**config.mk**
```make
export PLATFORM = sky130hd
export DESIGN_NAME = store_retire_buffer
export DESIGN_NICKNAME = d
export VERILOG_FILES = /design/src/rtl/store_retire_buffer_pkg.sv /design/src/rtl/store_retire_buffer_ld_match.sv /design/src/rtl/store_retire_buffer.sv
export SDC_FILE = /design/constraint.sdc
export NUM_CORES = 2
export LEC_CHECK = 0
export CORE_ASPECT_RATIO = 2
export CORE_MARGIN = 2
export CORE_UTILIZATION = 40
export CTS_CLUSTER_SIZE = 10
export DETAILED_ROUTE_END_ITERATION = 16
export PLACE_DENSITY_LB_ADDON = 0.05
export SKIP_LAST_GASP = 1
export SLEW_MARGIN = 40
export SYNTH_ARGS = -nofsm -noshare
export SYNTH_HDL_FRONTEND = slang
export SYNTH_SLANG_ARGS = --single-unit
```
**constraint.sdc**
```tcl
create_clock -name clock -period 10.45 [get_ports clock]
set_input_delay 2.09 -clock clock [delete_from_list [all_inputs] [get_ports clock]]
set_output_delay 2.09 -clock clock [all_outputs]
set_load 0.005 [all_outputs]
```
**src/rtl/store_retire_buffer_pkg.sv**
```systemverilog
// ---------------------------------------------------------------------------
// store_retire_buffer_pkg
//   Shared types and sizing constants for the retired-store buffer.
//   XLEN          : machine word width
//   RSB_DEPTH     : buffer entries (power of 2, >= 4)
//   RSB_W         : pointer width, log2(RSB_DEPTH)
//   SQ_ENTRY_PACKET : packet presented to the dcache store port
//   rsb_entry_t   : payload held per buffer entry (no ready bit)
// ---------------------------------------------------------------------------
package store_retire_buffer_pkg;

    localparam int XLEN      = 32;
    localparam int RSB_DEPTH = 8;
    localparam int RSB_W     = $clog2(RSB_DEPTH);

    typedef struct packed {
        logic            ready;
        logic [XLEN-1:0] addr;
        logic [XLEN-1:0] data;
        logic [3:0]      usebytes;
    } SQ_ENTRY_PACKET;

    typedef struct packed {
        logic [XLEN-1:0] addr;
        logic [XLEN-1:0] data;
        logic [3:0]      usebytes;
    } rsb_entry_t;

endpackage

```
**src/rtl/store_retire_buffer_ld_match.sv**
```systemverilog
// ---------------------------------------------------------------------------
// rsb_ld_match
//   Word-address compare of each load against every buffer entry. Only
//   instantiated when SQ_LD_CONFLICT_EN is defined.
//   entry_live_i : entry is between head and tail and writes at least a byte
//   entry_word_i : entry word address (byte address >> 2)
//   ld_word_i    : load word addresses
//   conflict_o   : load i hits a live entry
// ---------------------------------------------------------------------------
module rsb_ld_match #(
    parameter int DEPTH  = 8,
    parameter int WORD_W = 30,
    parameter int NUM_LD = 2
) (
    input  logic [DEPTH-1:0]              entry_live_i,
    input  logic [DEPTH-1:0][WORD_W-1:0]  entry_word_i,
    input  logic [NUM_LD-1:0][WORD_W-1:0] ld_word_i,
    output logic [NUM_LD-1:0]             conflict_o
);

    always_comb begin
        // NOTE: every always_comb output gets a default before any
        // conditional assignment, so no latch can be inferred.
        conflict_o = '0;
        for (int l = 0; l < NUM_LD; l++) begin
            for (int e = 0; e < DEPTH; e++) begin
                if (entry_live_i[e] && (entry_word_i[e] == ld_word_i[l])) begin
                    conflict_o[l] = 1'b1;
                end
            end
        end
    end

endmodule

```
**src/rtl/store_retire_buffer.sv**
```systemverilog
// ---------------------------------------------------------------------------
// store_retire_buffer
//   In-order FIFO of retired stores between ROB retire and the dcache store
//   port. Takes up to three stores per cycle (slot 2 oldest), presents the
//   oldest three to the dcache, and drops the leading run of unstalled slots.
//
// Ports
//   clock, reset      : single clock, synchronous active-high reset
//   retire_en[2:0]    : retiring store valid per ROB slot (slot 2 oldest)
//   retire_addr/data  : word-aligned address and data per slot
//   retire_usebytes   : byte enables per slot
//   rsb_free_num      : registered free-entry count
//   rsb_empty         : no buffered stores
//   sq_in[2:0]        : packets to dcache, sq_in[2] = oldest entry
//   sq_stall[2:0]     : dcache cannot accept slot i this cycle
//   ld_addr_in[1:0]   : load addresses           (SQ_LD_CONFLICT_EN only)
//   ld_conflict[1:0]  : load hits buffered store (SQ_LD_CONFLICT_EN only)
//
// Configuration macro: SQ_LD_CONFLICT_EN enables the load-conflict ports.
// ---------------------------------------------------------------------------
module store_retire_buffer
    import store_retire_buffer_pkg::*;
(
    input  logic                      clock,
    input  logic                      reset,
    input  logic [2:0]                retire_en,
    input  logic [2:0][XLEN-1:0]      retire_addr,
    input  logic [2:0][XLEN-1:0]      retire_data,
    input  logic [2:0][3:0]           retire_usebytes,
    output logic [RSB_W:0]            rsb_free_num,
    output logic                      rsb_empty,
    output SQ_ENTRY_PACKET [2:0]      sq_in,
`ifdef SQ_LD_CONFLICT_EN
    input  logic [1:0][XLEN-1:0]      ld_addr_in,
    output logic [1:0]                ld_conflict,
`endif
    input  logic [2:0]                sq_stall
);

    rsb_entry_t           entry_q [RSB_DEPTH];
    rsb_entry_t           entry_d [RSB_DEPTH];
    logic [RSB_W-1:0]     head_q, head_d;
    logic [RSB_W-1:0]     tail_q, tail_d;
    logic [RSB_W:0]       count_q, count_d;
    logic [RSB_W:0]       free_q, free_d;

    logic [2:0]           ready;
    logic [2:0]           deq;
    logic [1:0]           n_deq;
    logic [1:0]           n_enq;

    // Presentation and drain decisions use registered state only, so there
    // is no combinational path from retire_en or sq_stall to sq_in.
    always_comb begin
        sq_in = '0;
        ready = '0;
        for (int k = 0; k < 3; k++) begin
            ready[2-k] = (count_q > (RSB_W+1)'(k));
            if (ready[2-k]) begin
                sq_in[2-k] = {1'b1, entry_q[head_q + RSB_W'(k)]};
            end
        end
    end

    // A stalled older slot blocks every younger slot behind it.
    always_comb begin
        deq[2] = ready[2] & ~sq_stall[2];
        deq[1] = deq[2]   & ready[1] & ~sq_stall[1];
        deq[0] = deq[1]   & ready[0] & ~sq_stall[0];
        n_deq  = {1'b0, deq[2]} + {1'b0, deq[1]} + {1'b0, deq[0]};
    end

    // Enqueue compacts valid slots 2,1,0 onto tail; slots beyond the
    // registered free count are dropped (illegal retire).
    always_comb begin
        entry_d = entry_q;
        n_enq   = '0;
        for (int k = 2; k >= 0; k--) begin
            if (retire_en[k] && ((RSB_W+1)'(n_enq) < free_q)) begin
                entry_d[tail_q + RSB_W'(n_enq)] = '{addr:     retire_addr[k],
                                                    data:     retire_data[k],
                                                    usebytes: retire_usebytes[k]};
                n_enq = n_enq + 2'd1;
            end
        end
        head_d  = head_q + RSB_W'(n_deq);
        tail_d  = tail_q + RSB_W'(n_enq);
        count_d = count_q + (RSB_W+1)'(n_enq) - (RSB_W+1)'(n_deq);
        free_d  = (RSB_W+1)'(RSB_DEPTH) - count_d;
    end

    always_ff @(posedge clock) begin
        // NOTE: sequential state uses non-blocking assignments only, so every
        // register samples the pre-edge value of every other register.
        if (reset) begin
            head_q  <= '0;
            tail_q  <= '0;
            count_q <= '0;
            free_q  <= (RSB_W+1)'(RSB_DEPTH);
            // NOTE: the entry array is cleared on reset so stale stores can
            // never be presented; it is small enough to live in flops.
            for (int i = 0; i < RSB_DEPTH; i++) begin
                entry_q[i] <= '0;
            end
        end else begin
            head_q  <= head_d;
            tail_q  <= tail_d;
            count_q <= count_d;
            free_q  <= free_d;
            for (int i = 0; i < RSB_DEPTH; i++) begin
                entry_q[i] <= entry_d[i];
            end
        end
    end

    assign rsb_free_num = free_q;
    assign rsb_empty    = (count_q == '0);

`ifndef SYNTHESIS
    always @(posedge clock) begin
        if (!reset) begin
            assert ($countones(retire_en) <= int'(free_q))
                else $error("store_retire_buffer: retire of %0d stores with only %0d free",
                            $countones(retire_en), free_q);
        end
    end
`endif

`ifdef SQ_LD_CONFLICT_EN
    logic [RSB_DEPTH-1:0]             entry_live;
    logic [RSB_DEPTH-1:0][XLEN-3:0]   entry_word;
    logic [1:0][XLEN-3:0]             ld_word;

    // Entry i is valid when its distance from head (mod depth) is below count.
    always_comb begin
        for (int i = 0; i < RSB_DEPTH; i++) begin
            entry_live[i] = ((RSB_W+1)'(RSB_W'(i) - head_q) < count_q)
                            && (entry_q[i].usebytes != 4'b0);
            entry_word[i] = entry_q[i].addr[XLEN-1:2];
        end
        for (int l = 0; l < 2; l++) begin
            ld_word[l] = ld_addr_in[l][XLEN-1:2];
        end
    end

    rsb_ld_match #(
        .DEPTH  (RSB_DEPTH),
        .WORD_W (XLEN-2),
        .NUM_LD (2)
    ) u_ld_match (
        .entry_live_i (entry_live),
        .entry_word_i (entry_word),
        .ld_word_i    (ld_word),
        .conflict_o   (ld_conflict)
    );
`endif

endmodule

```
==> metrics.md <==
| Metric | Value |
|---|---|
| Status | completed |
| Worst-path maximum fanout | 65 |
| Synthesized flop and latch total | 557 |
| Clock Skew | ~21 ps |
| Pre-antenna DRT Iters | 6 |
| # fillers | just under 10000 |
| Synth area leader | dfxtp_1 |
| Top post-synthesis cells by area | dfxtp_1, mux4_2, o32ai_1 |
| Peak Freq | between 0.15 and 0.2 GHz |
| Sequential area share after synthesis | 26.84% |
| H-tree depth | 3 |
| CP startpoint kind | register |
| Reg clk slew, reported paths | 60 ps |
| Synthesis-to-finish area growth | 15.89% |
| Hold Buf Count CTS | 0 |
| Antenna violations before repair | 11 |
| DRT iter0 DRCs | 5601 |
| Synth cell types | 52 |
| Clock buffer depth | 3 |
| Pwr Density | 297.7 mW/mm^2 |
| Placed cell area | 0.04623 sq mm |
| Post-synth top area share | a little over a quarter |
| Per-cell routed wire length | 38.68 um |
| RSZ-0062 raised after global routing | false |
| Mapped cell area | 0.04155 sq mm |
| First-pass GRT wire length | 321700 um |
| Avg Inst Size Synth | 9.295 sq um |
| Die Ht | 459.8 um |
| Met2 usage | 66.30% |
| Min cycle time layout | 6359 ps |
| LEAKAGE | 0.01707 uW |
| Core Box Area | 0.1032 sq mm |
| Most frequent cells in the layout | nor2_1, dfxtp_1, and3_1 |
| # resized after CTS | 0 |
| Final-report setup violation count | 0 |
| Slew Limit Fails | 0 |
| Worst-Margin Slew | approximately 1000 ps |
| Initial core utilization | 40.25% |
| Critical Path RT | 8360 ps |
| TritonCTS buffer count | 66 |
| GR Util met3 | about 10% |
| Crit path DAT | 4270 ps |
| Setup_tns | 0 ps |
| Largest net degree at the start of global routing | between 100 and 150 |
| Total gr overflow | 0 |
| M1 GR Usage | 48.20% |
| Buffers on Ports | ~420 |
| Root Buffer | clkbuf_16 |
| Die boundary width | 231.9 um |
| Setup CP Type | reg2out |
| Final net count | ~4700 |
| Final count of hold timing violations | 0 |
| Hold WC Path Type | reg2reg |
| YS warnings | 0 |
| Peak VDD IR | between 0.15 and 0.2 mV |
| Post-route ant nets | 0 |
| Most common cell after layout, fill and taps aside | nor2_1 |
| CTS tree | yes |
| Syn Inst Count | 4470 |
| Crit share post-route | 60.85% |
| Detailed Route WL | 225000 um |
| CP endpoint kind | output pin |
| Vias | between 40000 and 50000 |
| GPL Wtd Cong | around 0.86 |
| Total clock sinks | 557 |
| Vias per cell | about 7.7 |
| Post-synth EDFFs | 0 |
| Gr usage total | 41.16% |
| Layout cells sized above 1 | 14.73% |
| GR peak layer | met2 |
| Vias in the first global route | 44884 |
| Row cnt | 167 |
| Slew HR | a little over a third |
| Clock Latency Late Sink | approximately 670 ps |
| HPWL after detailed placement | about 130000 um |
| Setup Buffers After CTS | 0 |
| Post-synth ARST share | 0% |
| Remaining DRCs | 0 |
| Ys flop type | dfxtp_1 |
| Max Cap Viol | 0 |
| Final instance area | 0.04815 sq mm |
| Post-synthesis net count | 4702 |
| Top-Level Pins | 424 |
| Die area | 0.1066 sq mm |
area by class of cell:
type / count / area (sq um) / share of cell area [%]
diodes: 4 / 10.01 / 0.02079
clock buffers: 81 / 1792 / 3.721
clock inverters: 2 / 17.52 / 0.03638
inverters: 20 / 82.58 / 0.1715
multi-input cells: 3259 / 27940 / 58.03
flip-flops and latches: 557 / 11160 / 23.18
well taps: 1352 / 1692 / 3.513
repair buffers: 542 / 5455 / 11.33
critical path: stages (launching register included):
cell	delay [ps]
dfxtp_4	790
buf_6	630
buf_6	660
mux4_2	590
mux2i_1	290
nor2_1	70
clkdlybuf4s50_1	470
layer usage:
layer,part of all wire [%],wire (um),up-vias
li1,-,-,17630
met1,35,79230,22292
met2,46,104400,3566
met3,10,23500,1045
met4,7.9,17810,8
met5,0.028,62,-
Yosys cell counts, types with 4 or more instances:
cell / n
nor2_1: 688
dfxtp_1: 557
and3_1: 545
a211oi_1: 544
o32ai_1: 544
mux4_2: 408
clkbuf_1: 367
nand2_1: 208
mux2i_1: 138
buf_2: 123
buf_1: 86
a21oi_1: 69
clkbuf_2: 30
buf_4: 27
inv_1: 18
ha_1: 14
a211oi_2: 8
o211ai_1: 8
o21ai_1: 8
or2_2: 8
nand2_2: 7
nor2b_1: 7
xnor2_1: 7
fa_1: 6
nand2b_1: 4
xor2_1: 4
registers in the layout, summed over array words and instances, names as in the netlist:
name	count
count_q	4
entry_q	544
head_q	3
rsb_free_num	3
tail_q	3
metrics by stage:
step | worst slack (ps) | hold WS [ps] | power, uW | util (%) | instances
floorplan | 4950 | 586.0 | 8581 | - | 4470
global placement | 3544 | 660.9 | 11780 | 44.45 | 5711
detailed placement | 3613 | 674.8 | 11870 | 44.78 | 5726
CTS | 3695 | 685.5 | 14090 | 46.54 | 5809
global route | 3866 | 715.0 | 14800 | 46.64 | 5813
finish | 4091 | 684.1 | 14340 | 46.65 | 5817
logic make-up (layout without fill, tap and decap cells):
group / Yosys count / count (layout) / share of synthesized area [%]
AOI/OAI and AO/OA: 1189 / 1189 / 22.84
DFF: 557 / 557 / 26.84
adders and majority gates: 20 / 20 / 0.7107
muxes: 546 / 546 / 25.44
xor gates and xnor gates: 13 / 13 / 0.3102
buffers and inverters: 654 / 645 / 6.631
other: 0 / 4 / 0
and+or+nand+nor: 1491 / 1491 / 17.23
where the power goes:
part	switching (uW)	total, uW	leakage [uW]	internal (uW)
Clock	1030	2220	0.000886	1190
Combinational	4710	8360	0.0116	3650
Sequential	927	3760	0.00454	2830
worst paths after layout:
kind                                     end    startpoint  slack, ps  cells after the start
worst min-delay path            entry_q[438]  entry_q[438]        680                      2
worst max-delay path              sq_in[144]     head_q[0]       4090                      6
worst max register to register  entry_q[130]    count_q[0]       5280                     12
worst min register to register  entry_q[438]  entry_q[438]        680                      2
No activity file was read; power rests on OpenSTA's default activity.
